File: src/rtl/multi_adder_pkg.sv
// Shared types and elaboration-time helpers for the multi-channel flow-controlled adder.
// Latency: n/a (types, constants and constant functions only).
// Backpressure: n/a.
package multi_adder_pkg;

    // Overflow policy, mirrors the integer 'saturate' parameter of the top level
    typedef enum logic {
        WRAP = 1'b0,
        SAT  = 1'b1
    } ovf_mode_e;

    // Bits needed to hold the exact sum of n unsigned w-bit operands
    function automatic int full_sum_width(input int w, input int n);
        return w + $clog2(n);
    endfunction

    // Pointer width for a FIFO of d entries; never returns zero
    function automatic int ptr_width(input int d);
        return (d > 1) ? $clog2(d) : 1;
    endfunction

    // Map the integer build option onto the enum
    function automatic ovf_mode_e ovf_mode(input int sat);
        return (sat != 0) ? SAT : WRAP;
    endfunction

endpackage

File: src/rtl/flow_control_fifo.sv
// Small synchronous FIFO with registered full/empty flags and zero-masked head data.
// Latency: a pushed entry is visible at the head one cycle after the push edge.
// Backpressure: push is ignored while full, pop is ignored while empty; flags are pure flops.
module flow_control_fifo
    import multi_adder_pkg::*;
#(
    parameter int width = 8,
    parameter int depth = 2
) (
    input  logic             clk,
    input  logic             rst_n,
    input  logic             push,
    input  logic [width-1:0] push_data,
    input  logic             pop,
    output logic             full,
    output logic             empty,
    output logic [width-1:0] head_data
);

    localparam int               ptr_w    = ptr_width(depth);
    localparam int               cnt_w    = ptr_w + 1;
    localparam logic [cnt_w-1:0] full_cnt = cnt_w'(depth);

    logic [width-1:0] mem_q [depth];
    logic [width-1:0] mem_d [depth];
    logic [ptr_w-1:0] wr_ptr_q, wr_ptr_d;
    logic [ptr_w-1:0] rd_ptr_q, rd_ptr_d;
    logic [cnt_w-1:0] cnt_q, cnt_d;
    logic             full_q, full_d;
    logic             empty_q, empty_d;
    logic             do_push;
    logic             do_pop;

    // Guard the handshakes with the registered flags so callers cannot corrupt state
    assign do_push = push & ~full_q;
    assign do_pop  = pop & ~empty_q;

    // Pointers wrap naturally (depth is a power of two); the count separates full from empty
    always_comb begin
        wr_ptr_d = wr_ptr_q;
        rd_ptr_d = rd_ptr_q;
        cnt_d    = cnt_q;
        if (do_push) begin
            wr_ptr_d = wr_ptr_q + 1'b1;
        end
        if (do_pop) begin
            rd_ptr_d = rd_ptr_q + 1'b1;
        end
        case ({do_push, do_pop})
            2'b10:   cnt_d = cnt_q + 1'b1;
            2'b01:   cnt_d = cnt_q - 1'b1;
            default: cnt_d = cnt_q;
        endcase
        full_d  = (cnt_d == full_cnt);
        empty_d = (cnt_d == '0);
    end

    // Storage write port
    always_comb begin
        mem_d = mem_q;
        if (do_push) begin
            mem_d[wr_ptr_q] = push_data;
        end
    end

    // Control state; reset empties the FIFO at once, in-flight data is discarded
    always_ff @(posedge clk or negedge rst_n) begin
        if (!rst_n) begin
            wr_ptr_q <= '0;
            rd_ptr_q <= '0;
            cnt_q    <= '0;
            full_q   <= 1'b0;
            empty_q  <= 1'b1;
        end else begin
            wr_ptr_q <= wr_ptr_d;
            rd_ptr_q <= rd_ptr_d;
            cnt_q    <= cnt_d;
            full_q   <= full_d;
            empty_q  <= empty_d;
        end
    end

    // Storage needs no reset: the empty flag masks whatever it holds
    always_ff @(posedge clk) begin
        mem_q <= mem_d;
    end

    assign full      = full_q;
    assign empty     = empty_q;
    // Masking keeps the head at zero while empty, so downstream outputs reset cleanly
    assign head_data = empty_q ? '0 : mem_q[rd_ptr_q];

endmodule

File: src/rtl/multi_adder_with_flow_control.sv
// Joins n_ch operand streams, adds one operand per channel, emits wrapped or saturated sum.
// Latency: 2 cycles from the last-arriving operand handshake to sum_vld; 1 sum per cycle sustained.
// Backpressure: per-channel FIFOs plus a 2-entry output buffer; in_rdy is a registered not-full.
module multi_adder_with_flow_control
    import multi_adder_pkg::*;
#(
    parameter int width    = 8,
    parameter int n_ch     = 4,
    parameter int depth    = 2,
    parameter int saturate = 0
) (
    input  logic                  clk,
    input  logic                  rst_n,
    input  logic [n_ch-1:0]       in_vld,
    output logic [n_ch-1:0]       in_rdy,
    input  logic [n_ch*width-1:0] in_data,
    output logic                  sum_vld,
    input  logic                  sum_rdy,
    output logic [width-1:0]      sum_data,
    output logic                  sum_ovf
);

    localparam int        fs_w  = full_sum_width(width, n_ch);
    localparam int        n_pow = 1 << $clog2(n_ch);
    localparam ovf_mode_e mode  = ovf_mode(saturate);

    logic [n_ch-1:0]  ch_full;
    logic [n_ch-1:0]  ch_empty;
    logic [width-1:0] ch_head [n_ch];
    logic             fire;
    logic [fs_w-1:0]  full_sum;
    logic             sum_ovf_c;
    logic [width-1:0] sum_val;
    logic             out_full;
    logic             out_empty;
    logic [width:0]   out_head;

    // One independent operand FIFO per channel; all are popped together on fire
    genvar k;
    generate
        for (k = 0; k < n_ch; k++) begin : g_ch
            flow_control_fifo #(
                .width (width),
                .depth (depth)
            ) u_in_fifo (
                .clk       (clk),
                .rst_n     (rst_n),
                .push      (in_vld[k] & ~ch_full[k]),
                .push_data (in_data[k*width +: width]),
                .pop       (fire),
                .full      (ch_full[k]),
                .empty     (ch_empty[k]),
                .head_data (ch_head[k])
            );
        end
    endgenerate

    assign in_rdy = ~ch_full;

    // Join: only registered flags feed fire, so sum_rdy never reaches in_rdy combinationally
    assign fire = ~(|ch_empty) & ~out_full;

    // Balanced adder tree over the FIFO heads; missing leaves (non-power-of-two n_ch) are zero
    always_comb begin : adder_tree
        logic [fs_w-1:0] node [2*n_pow];
        for (int i = 0; i < 2*n_pow; i++) begin
            node[i] = '0;
        end
        for (int i = 0; i < n_ch; i++) begin
            node[n_pow+i] = fs_w'(ch_head[i]);
        end
        for (int i = n_pow-1; i >= 1; i--) begin
            node[i] = node[2*i] + node[2*i+1];
        end
        full_sum = node[1];
    end

    // Overflow is any carry beyond width bits; saturate mode clamps to all-ones
    always_comb begin
        sum_ovf_c = |full_sum[fs_w-1:width];
        sum_val   = full_sum[width-1:0];
        if (mode == SAT && sum_ovf_c) begin
            sum_val = '1;
        end
    end

    // Output skid buffer: holds {ovf, sum}; its head drives the output stream directly
    flow_control_fifo #(
        .width (width + 1),
        .depth (2)
    ) u_out_fifo (
        .clk       (clk),
        .rst_n     (rst_n),
        .push      (fire),
        .push_data ({sum_ovf_c, sum_val}),
        .pop       (~out_empty & sum_rdy),
        .full      (out_full),
        .empty     (out_empty),
        .head_data (out_head)
    );

    assign sum_vld  = ~out_empty;
    assign sum_data = out_head[width-1:0];
    assign sum_ovf  = out_head[width];

endmodule

File: config.mk
export PLATFORM = sky130hd
export DESIGN_NAME = multi_adder_with_flow_control
export DESIGN_NICKNAME = d
export VERILOG_FILES = /design/src/rtl/multi_adder_pkg.sv /design/src/rtl/flow_control_fifo.sv /design/src/rtl/multi_adder_with_flow_control.sv
export SDC_FILE = /design/constraint.sdc
export NUM_CORES = 1
export LEC_CHECK = 0
export BUFFER_PORTS_ARGS = -buffer_cell sky130_fd_sc_hd__buf_2
export CAP_MARGIN = 20
export CELL_PAD_IN_SITES_DETAIL_PLACEMENT = 1
export CELL_PAD_IN_SITES_GLOBAL_PLACEMENT = 1
export CORE_MARGIN = 2
export CORE_UTILIZATION = 32
export CTS_CLUSTER_DIAMETER = 40
export DETAILED_ROUTE_END_ITERATION = 8
export GPL_TIMING_DRIVEN = 0
export PLACE_DENSITY = 0.65
export SLEW_MARGIN = 15
export SYNTH_ARGS = -nofsm -noshare
export SYNTH_HDL_FRONTEND = slang
export SYNTH_SLANG_ARGS = --single-unit
File: constraint.sdc
create_clock -name clk -period 9.4 [get_ports clk]
set_clock_uncertainty 0.2 [all_clocks]
set_input_delay 0.47 -clock clk [delete_from_list [all_inputs] [get_ports clk]]
set_output_delay 0.47 -clock clk [all_outputs]
set_load 0.02 [all_outputs]
==> reports/results.tsv, run 1 <==
stage	metric	value	unit
status	outcome	complete, but fails checks	
status	violations	negative hold slack	
synthesis	synthTopCellsByArea	edfxtp_1 (49%), dfrtp_1 (12%), mux2i_1 (8.1%)	
critical_path	crit_required	9280	ps
sta	final.setup.tns	0	ps
critical_path	r2r_slack	5410	ps
sta	finalCriticalPeriod	3990	ps
drt	wirelength	9430	microns
clock_network	cts_buffer_depth	2	
critical_path	crit_path_start_kind	register	
drt	wl_per_cell	15.0	microns
floorplanning	ios	53	
layout	num_antenna_cells	0	
synthesis	yosys.area.top_type	edfxtp_1	
floorplanning	die_w	130	microns
grt	grt_overflow_total	0	
floorplanning	dieArea	16800	sq um
drt	detail-route-antenna-nets	0	
grt	grt_max_degree	31	
synthesis	synth_edf_count	82	
job	cap_violations	0	
sta	hold_violations	25	
sta	maxSlewHeadroom	49.6	%
placed_design	gp_congestion	0.701	
critical_path	worst-path-max-fanout	10	
critical_path	r2r-end	u_out_fifo.mem_q[17]	
floorplanning	coreArea	15300	sq um
drt	dr.pass1.iters	4	
critical_path	ff2ff_path_depth	12	
synthesis	post-synth-top-count-cell	edfxtp_1	
synthesis	synth_fp_nets	420	
critical_path	startpoint	g_ch[0].u_in_fifo.empty	
clock_network	h-tree-depth	3	
worst_hold_path	min_path_type	in2async	
clock_network	clkTransAtPathRegs	70	ps
floorplanning	die_y	130	microns
sta	slew_viol_final	0	
clock_network	cts_made_buffers	9	
synthesis	synth_cells	351	
layout	drive_gt1_share	21.5	%
grt	grt.total_usage	12.4	%
critical_path	crit_top_cell	fa_1	
drt	num_vias	2737	
synthesis	synth_area	5040	sq um
critical_path	crit_slowest_cell	dfstp_2	
clock_network	clock-sinks	112	
drt	viasPerCell	4.34	
critical_path	slowest_delay	590	ps
synthesis	synth-seq-cells	112	
layout	nNetsFinal	483	
critical_path	r2r_start	g_ch[0].u_in_fifo.empty	
synthesis	synth_area_per_cell	14.4	sq um
clock_network	cts_root_buf	clkbuf_16	
sta	worstMarginPinSlew	753	ps
grt	antenna_found_initial	0	
clock_network	clkLatencyLatePin	350	ps
critical_path	critPathCapture	u_out_fifo.mem_q[17]	
critical_path	path_class	reg2reg	
floorplanning	rows	45	
floorplanning	start_util	32.9	%
layout	syn_to_final_growth	16.1	%
clock_network	cts.repair.resized	0	
synthesis	synth_top_area_share	48.8	%
clock_network	cts_tree	yes	
sta	fmax	250	MHz
critical_path	crit_chain	clkbuf_1 -> nor2_1 -> fa_1 -> inv_1 -> fa_1 -> inv_1 -> ha_1 -> fa_1 -> and3_1 -> nor2_1 -> a41o_1 -> a21oi_1	
synthesis	synth_warnings	0	
synthesis	synth_cell_types	33	
sta	fin_crit_sh	42.5	%
drt	drt-initial-drc-count	182	
sta	setup_viol	0	
clock_network	post-cts-setup-buffer-count	0	
synthesis	synthFlopType	edfxtp_1	
clock_network	hold_buffers	0	
sta	hold_ws	-21.2	ps
grt	grt_pass1_vias	3028	
drt	drc	0	
synthesis	ys_seq_area_share	63.8	%
layout	n_fill_cell	1664	
synthesis	ys_async_sr_fraction	26.8	%
critical_path	arrival	3870	ps
synthesis	synthTopCellsByCount	edfxtp_1 (82), nor2_1 (53), mux2i_1 (41)	
placed_design	numPortBuffers	52	
critical_path	cp-end-kind	register	
grt	grt_pass1_wl	15500	microns
placed_design	hpwl	7220	microns
sta	rsz0062_at_grt	no	
cell type report:
| class | instances | area, sq um | area share [%] |
|---|---|---|---|
| Timing Repair Buffer | 52 | 260 | 4.44 |
| Clock buffer | 11 | 233 | 3.97 |
| Buffer | 9 | 48.8 | 0.833 |
| Sequential cell | 112 | 3220 | 55.0 |
| Multi-Input combinational cell | 201 | 1670 | 28.5 |
| Inverter | 29 | 109 | 1.86 |
| Clock inverter | 5 | 55.1 | 0.940 |
| Tap cell | 211 | 264 | 4.51 |
cell usage in the layout, fill, tap and decap left out, types with 4 or more instances in the layout:
cell type	n
inv_1	28
xnor2_1	17
edfxtp_1	82
nor2_1	53
and2_1	4
buf_2	57
clkbuf_1	4
nand2_1	5
clkbuf_16	9
and3_1	5
mux2i_1	41
dfrtp_1	25
nor2b_1	5
xor2_1	12
ha_1	14
fa_1	16
dfstp_2	5
or2_2	10
sequential cells by signal, indices dropped and copies added, names as in the netlist:
name                     cells
g_ch.u_in_fifo.empty         4
u_out_fifo.mem_q            18
g_ch.u_in_fifo.wr_ptr_q      4
u_out_fifo.full              1
u_out_fifo.rd_ptr_q          1
u_out_fifo.empty             1
g_ch.u_in_fifo.rd_ptr_q      4
g_ch.u_in_fifo.cnt_q         8
u_out_fifo.wr_ptr_q          1
g_ch.u_in_fifo.mem_q        64
g_ch.u_in_fifo.full          4
u_out_fifo.cnt_q             2
worst max-delay path: cells and delay by family, from the launching register on:
family                   cells  cell delay, ps
buffers and inverters        3             470
AND/OR/NAND/NOR              3             500
AO/OA/AOI/OAI                2             250
adder cells (fa/ha/maj)      4            1700
flip-flops                   1             590
logic make-up (layout without fill, tap and decap cells):
group / Yosys count / count (layout) / share of synthesized area, %
AOI/OAI and AO/OA: 9 / 9 / 1.24
xor gates and xnor gates: 29 / 29 / 5.03
and+or+nand+nor: 92 / 92 / 8.83
adders and majority gates: 30 / 30 / 9.82
DFF: 112 / 112 / 63.8
buffers and inverters: 38 / 106 / 3.12
muxes: 41 / 41 / 8.13
worst min-delay path by stage:
stage / endpoint / cells past startpoint / start / slack (ps)
2_1_floorplan: g_ch[0].u_in_fifo.cnt_q[0] / 0 / rst_n / -30
3_3_place_gp: u_out_fifo.cnt_q[1] / 1 / u_out_fifo.cnt_q[1] / 260
3_5_place_dp: g_ch[0].u_in_fifo.cnt_q[1] / 1 / g_ch[0].u_in_fifo.cnt_q[1] / 270
4_1_cts: u_out_fifo.rd_ptr_q / 1 / rst_n / 6
5_1_grt: u_out_fifo.rd_ptr_q / 1 / rst_n / 30
6_report: u_out_fifo.rd_ptr_q / 1 / rst_n / -20
stage by stage:
step | area (sq um) | utilization (%) | hold slack (ps) | instances | setup slack [ps]
2_1_floorplan | 5040 | - | -25.6 | 351 | 5740
3_3_place_gp | 5570 | 36.4 | 258 | 614 | 5450
3_5_place_dp | 5570 | 36.4 | 266 | 614 | 5380
4_1_cts | 5860 | 38.2 | 5.79 | 630 | 5370
5_1_grt | 5860 | 38.2 | 26.3 | 630 | 5170
6_report | 5860 | 38.2 | -21.2 | 630 | 5410
per-layer routing:
metal / global-route usage (%) / routed length [microns]
met1: 14.8 / 4140
met2: 21.3 / 4800
met3: 2.64 / 306
met4: 5.88 / 185
met5: 0 / 0
Power of run 1 is not shown: default switching activity piles up to over one toggle a cycle in this logic, so the estimate is an artifact.
==> run 2: changes to the inputs <==
- clock period: 9.4 -> 3.8 ns (I/O delays scaled with it)
==> run 2 against run 1 <==
The run now ends clean. Register-to-register slack worse by 5200 ps. Flip-flop and latch count stayed put. Maximum frequency is 9.9% higher. Cell count is 5.7% higher. Worst setup slack worse by 5200 ps. Design area up 6.8%. Via count increased by 5.1%.
==> reports/results.tsv, run 2 (synthesis gave the netlist of run 1 again) <==
stage	metric	value	unit	change
critical_path	ff2ff_path_depth	11		-1
drt	drt-met1-wl	4320	microns	+4.4%
drt	highest-signal-layer	met4		
drt	viasPerCell	4.32		-0.57%
critical_path	path_class	reg2reg		
floorplanning	start_util	32.9	%	unchanged
placed_design	place_area	5570	sq um	unchanged
clock_network	clkTransAtPathRegs	70	ps	about the same
grt	grt_pass1_vias	3223		+6.4%
critical_path	r2r-end	u_out_fifo.mem_q[17]		
sta	setup_viol	0		unchanged
clock_network	cts_root_buf	clkbuf_16		
layout	final_common_cell	edfxtp_1		
layout	largest-register	g_ch.u_in_fifo.mem_q		
floorplanning	dieArea	16800	sq um	unchanged
drt	met3_length	276	microns	-9.8%
drt	num_vias	2877		+5.1%
layout	largest_reg_flops	64		unchanged
layout	reg_top3	g_ch.u_in_fifo.mem_q (64), u_out_fifo.mem_q (18), g_ch.u_in_fifo.cnt_q (8)		
layout	syn_to_final_growth	23.9	%	
sta	fmax	275	MHz	+9.9%
drt	dr.pass1.iters	4		unchanged
layout	num_antenna_cells	0		unchanged
sta	worstMarginPinSlew	752	ps	-1.28 ps
sta	hold_violations	0		-100%
clock_network	cts_tree	yes		
critical_path	crit_path_start_kind	register		
sta	final.setup.tns	0	ps	unchanged
critical_path	cp-end-kind	register		
worst_hold_path	min_path_type	in2reg		
critical_path	worst-path-max-fanout	12		+2
layout	layout_common_cells	edfxtp_1 (82), buf_2 (54), nor2_1 (52), mux2i_1 (40), dlygate4sd3_1 (37)		
clock_network	clkLatencyLatePin	350	ps	about the same
drt	wirelength	9860	microns	+4.5%
placed_design	numPortBuffers	52		unchanged
job	cap_violations	0		unchanged
layout	drive_gt1_share	20.2	%	-1.3 points
drt	wl_met2	5020	microns	+4.4%
critical_path	crit_required	3680	ps	-5600 ps
drt	wl_per_cell	14.8	microns	-1.1%
sta	finalCriticalPeriod	3630	ps	-360 ps
worst_hold_path	hold_depth	3		
floorplanning	die_y	130	microns	unchanged
placed_design	place_ws	-217	ps	-5600 ps
floorplanning	rows	45		unchanged
grt	grt_pass1_wl	16300	microns	+5.3%
clock_network	clock-sinks	112		unchanged
grt	antenna_found_initial	0		unchanged
sta	slew_viol_final	0		unchanged
clock_network	cts_buffer_depth	2		unchanged
layout	nNetsFinal	519		+7.5%
placed_design	hpwl	7220	microns	unchanged
worst_hold_path	min_to	u_out_fifo.rd_ptr_q		
sta	fin_ws	168	ps	-5240 ps
critical_path	r2r_start	g_ch[0].u_in_fifo.empty		
grt	grt_overflow_total	0		unchanged
grt	grt.total_usage	13.0	%	+0.63 points
layout	design_area	6250	sq um	+6.8%
drt	drt-initial-drc-count	202		+11%
drt	detail-route-antenna-nets	0		unchanged
floorplanning	die_w	130	microns	unchanged
grt	grt_max_degree	31		unchanged
floorplanning	coreArea	15300	sq um	unchanged
placed_design	gp_congestion	0.701		unchanged
clock_network	h-tree-depth	3		unchanged
critical_path	r2r_slack	170	ps	-5240 ps
sta	maxSlewHeadroom	49.9	%	+0.27 points
clock_network	cts_made_buffers	9		unchanged
floorplanning	ios	53		unchanged
sta	fin_crit_sh	95.6	%	+53 points
critical_path	arrival	3510	ps	-360 ps
worst_hold_path	min-delay-start	sum_rdy		
drt	drc	0		unchanged
status	outcome	finished, final reports clean		
-- run 2: worst max-delay path by stage --
| stage | from | end | cells after the start |
|---|---|---|---|
| 2_1_floorplan | g_ch[0].u_in_fifo.empty | u_out_fifo.mem_q[17] | 12 |
| 3_3_place_gp | g_ch[0].u_in_fifo.empty | u_out_fifo.mem_q[8] | 12 |
| 3_5_place_dp | g_ch[0].u_in_fifo.empty | u_out_fifo.mem_q[8] | 12 |
| 4_1_cts | g_ch[1].u_in_fifo.rd_ptr_q | u_out_fifo.mem_q[16] | 13 |
| 5_1_grt | g_ch[0].u_in_fifo.empty | u_out_fifo.mem_q[17] | 11 |
| 6_report | g_ch[0].u_in_fifo.empty | u_out_fifo.mem_q[17] | 11 |
-- run 2: repair_timing --
action / CTS / global route
pin swaps: 0 / 0
buffers inserted: 0 / 0
hold buffers: 37 / 0
endpoints found under the hold margin: 93 / 0
endpoints found under the setup margin: 8 / 6
gates resized for setup: 0 / 13
-- run 2: metrics by stage --
step	instances	hold WS, ps	utilization, %
3_5_place_dp	614	107	36.4
2_1_floorplan	351	-306	-
6_report	666	40.5	40.8
4_1_cts	666	32.5	40.6
5_1_grt	666	56.2	40.8
3_3_place_gp	614	98.1	36.4
-- run 2: worst max-delay path: stages, from the launching register on --
cell,delay [ps]
dfstp_4,710
nor2_1,90
fa_1,530
inv_1,50
fa_1,520
inv_1,40
ha_1,210
fa_1,410
and3_1,190
nor2_2,150
a41o_1,180
a21oi_1,60
-- run 2: final cells by class --
| cell class | count | area [sq um] |
|---|---|---|
| buffer | 8 | 63.8 |
| clock buffer | 11 | 233 |
| clock inverter | 5 | 55.1 |
| fill | 1645 | 9060 |
| inverter | 29 | 109 |
| multi-input combinational | 201 | 1670 |
| sequential | 112 | 3220 |
| tap | 211 | 264 |
| timing repair buffer | 89 | 631 |
-- run 2: routing by layer --
layer  vias to the layer above  global-route usage [%]
li1                       1402                       -
met1                      1405                    15.3
met2                        52                    22.5
met3                        18                    2.68
met4                         0                    6.51
met5                         -                       0
Power of run 2 is left out for the same reason.
==> run 3: changes to the inputs <==
- RECOVER_POWER: unset -> 100
==> run 3 against run 2 <==
The run now ends with max-capacitance violations, max-slew violations left. Die area did not move. Clock-buffer cell count did not move. Utilization fell by 0.48 points. Critical path depth rose by 2. Design area fell by 1.2%. Via count fell by 0.10%. Wire length rose by 0.16%. First-iteration DRC count fell by 12%. Flip-flop and latch count did not move. Sequential share of layout area rose by 0.62 points. Cell count did not move. Critical path type unchanged.
==> reports/results.tsv, run 3 (synthesis gave the netlist of run 1 again) <==
stage	metric	value	unit	change
placed_design	numPortBuffers	52		unchanged
drt	wl_per_cell	14.8	microns	+0.16%
floorplanning	ios	53		unchanged
placed_design	place_ws	-217	ps	unchanged
layout	nNetsFinal	519		unchanged
layout	multi_input_area	1650	sq um	-1.2%
critical_path	arrival	3500	ps	about the same
placed_design	gp_congestion	0.701		unchanged
sta	fin_ws	179	ps	+11.5 ps
critical_path	path_class	reg2reg		
drt	viasPerCell	4.32		-0.10%
drt	dr.pass1.iters	4		unchanged
grt	antenna_found_initial	0		unchanged
grt	grt.total_usage	13.0	%	unchanged
clock_network	post-cts-setup-buffer-count	0		unchanged
drt	wirelength	9880	microns	+0.16%
critical_path	cp-end-kind	register		
critical_path	crit_top_cell	fa_1		
critical_path	crit_chain	buf_6 -> mux2i_2 -> nor2_1 -> fa_1 -> inv_1 -> fa_1 -> inv_1 -> ha_1 -> fa_1 -> and3_1 -> nor2_2 -> a41o_1 -> a21oi_1		
job	cap_violations	1		+1
clock_network	h-tree-depth	3		unchanged
grt	met2_usage	22.5	%	unchanged
grt	grtUsageMet1	15.3	%	unchanged
placed_design	dpl.cell_count	614		unchanged
status	outcome	complete, but fails checks		
clock_network	clkTransAtPathRegs	70	ps	about the same
critical_path	crit_slowest_cell	fa_1		
sta	final.setup.tns	0	ps	unchanged
clock_network	cts_tree	yes		
grt	grt_pass1_wl	16300	microns	unchanged
clock_network	clkLatencyLatePin	350	ps	about the same
critical_path	worst-path-max-fanout	9		-3
layout	largest-register	g_ch.u_in_fifo.mem_q		
critical_path	crit_path_start_kind	register		
drt	num_vias	2874		-0.10%
sta	fmax	276	MHz	+0.32%
floorplanning	rows	45		unchanged
drt	drc	0		unchanged
status	violations	max-capacitance violations, max-slew violations		
critical_path	slowest_delay	520	ps	-190 ps
sta	maxSlewHeadroom	-20.5	%	-70 points
layout	drive_gt1_share	10.1	%	-10 points
grt	grt_max_degree	31		unchanged
layout	reg_top3	g_ch.u_in_fifo.mem_q (64), u_out_fifo.mem_q (18), g_ch.u_in_fifo.cnt_q (8)		
sta	fin_crit_sh	95.3	%	-0.30 points
layout	syn_to_final_growth	22.5	%	
layout	final_common_cell	edfxtp_1		
floorplanning	dieArea	16800	sq um	unchanged
clock_network	clock-sinks	112		unchanged
floorplanning	start_util	32.9	%	unchanged
worst_hold_path	min_path_type	in2reg		
floorplanning	coreArea	15300	sq um	unchanged
placed_design	hpwl	7220	microns	unchanged
critical_path	crit_required	3680	ps	about the same
drt	detail-route-antenna-nets	0		unchanged
floorplanning	die_y	130	microns	unchanged
sta	finalCriticalPeriod	3620	ps	-11.5 ps
sta	hold_violations	0		unchanged
grt	busiest_layer	met2		
floorplanning	die_w	130	microns	unchanged
layout	regArea	3220	sq um	unchanged
sta	slew_viol_final	31		+31
layout	stdcell_count	666		unchanged
layout	n_fill_cell	1664		+1.2%
layout	layout_common_cells	edfxtp_1 (82), nor2_1 (53), clkbuf_1 (46), mux2i_1 (40), dlygate4sd3_1 (37)		
layout	largest_reg_flops	64		unchanged
clock_network	cts_buffer_depth	2		unchanged
drt	drt-initial-drc-count	178		-12%
grt	grt_overflow_total	0		unchanged
clock_network	cts_made_buffers	9		unchanged
sta	worstMarginPinSlew	1810	ps	+1050 ps
clock_network	cts_root_buf	clkbuf_16		
grt	grt_use_met3	2.68	%	unchanged
layout	num_antenna_cells	0		unchanged
grt	grt_pass1_vias	3223		unchanged
sta	setup_viol	0		unchanged
[run 3: cell types whose count changed in the layout (fill, tap and decap cells not counted), sizes merged]
cell and change:
clkinv +1, clkbuf +43, buf -43, inv -1
[run 3: path summary, 6_finish.rpt]
| kind | startpoint | to | slack [ps] | cells past startpoint |
|---|---|---|---|---|
| worst max register to register | g_ch[2].u_in_fifo.rd_ptr_q | u_out_fifo.mem_q[17] | 180 | 13 |
| max in group asynchronous | rst_n | g_ch[3].u_in_fifo.wr_ptr_q | 1680 | 2 |
| worst max-delay path | g_ch[2].u_in_fifo.rd_ptr_q | u_out_fifo.mem_q[17] | 180 | 13 |
| worst min register to register | g_ch[0].u_in_fifo.cnt_q[1] | g_ch[0].u_in_fifo.cnt_q[1] | 270 | 1 |
| min in group asynchronous | rst_n | u_out_fifo.rd_ptr_q | 670 | 2 |
| worst min-delay path | sum_rdy | u_out_fifo.rd_ptr_q | 40 | 3 |
[run 3: critical path: cells and delay by family (launching register included)]
family,cells,cell delay (ps)
AOI/OAI and AO/OA,2,240
buffers and inverters,3,250
DFF,1,350
and+or+nand+nor,3,440
adders and majority gates,4,1620
muxes,1,230
[run 3: layout make-up]
| cell class | instances | area share [%] |
|---|---|---|
| multi-input combinational | 201 | 26.8 |
| sequential | 112 | 52.2 |
| buffer | 8 | 1.01 |
| clock buffer | 11 | 3.77 |
| tap | 211 | 4.27 |
| timing repair buffer | 89 | 9.36 |
| inverter | 29 | 1.76 |
| clock inverter | 5 | 0.891 |
[run 3: metal layers]
layer	vias up	wire length (microns)
li1	1402	-
met1	1397	4280
met2	55	5040
met3	20	287
met4	0	267
met5	-	0
[run 3: per-stage QoR]
stage / util [%] / instance area (sq um) / hold WS, ps
finish: 40.3 / 6180 / 40.4
global route: 40.3 / 6180 / 56.2
CTS: 40.6 / 6220 / 32.5
detailed placement: 36.4 / 5570 / 107
global placement: 36.4 / 5570 / 98.1
floorplan: - / 5040 / -306
[run 3: what timing repair did]
item	in CTS	in global routing
endpoints found under the hold margin	93	0
hold buffers	37	0
resized for setup	0	13
cloned	0	0
setup endpoints to repair	8	6
Power of run 3 is left out for the same reason.
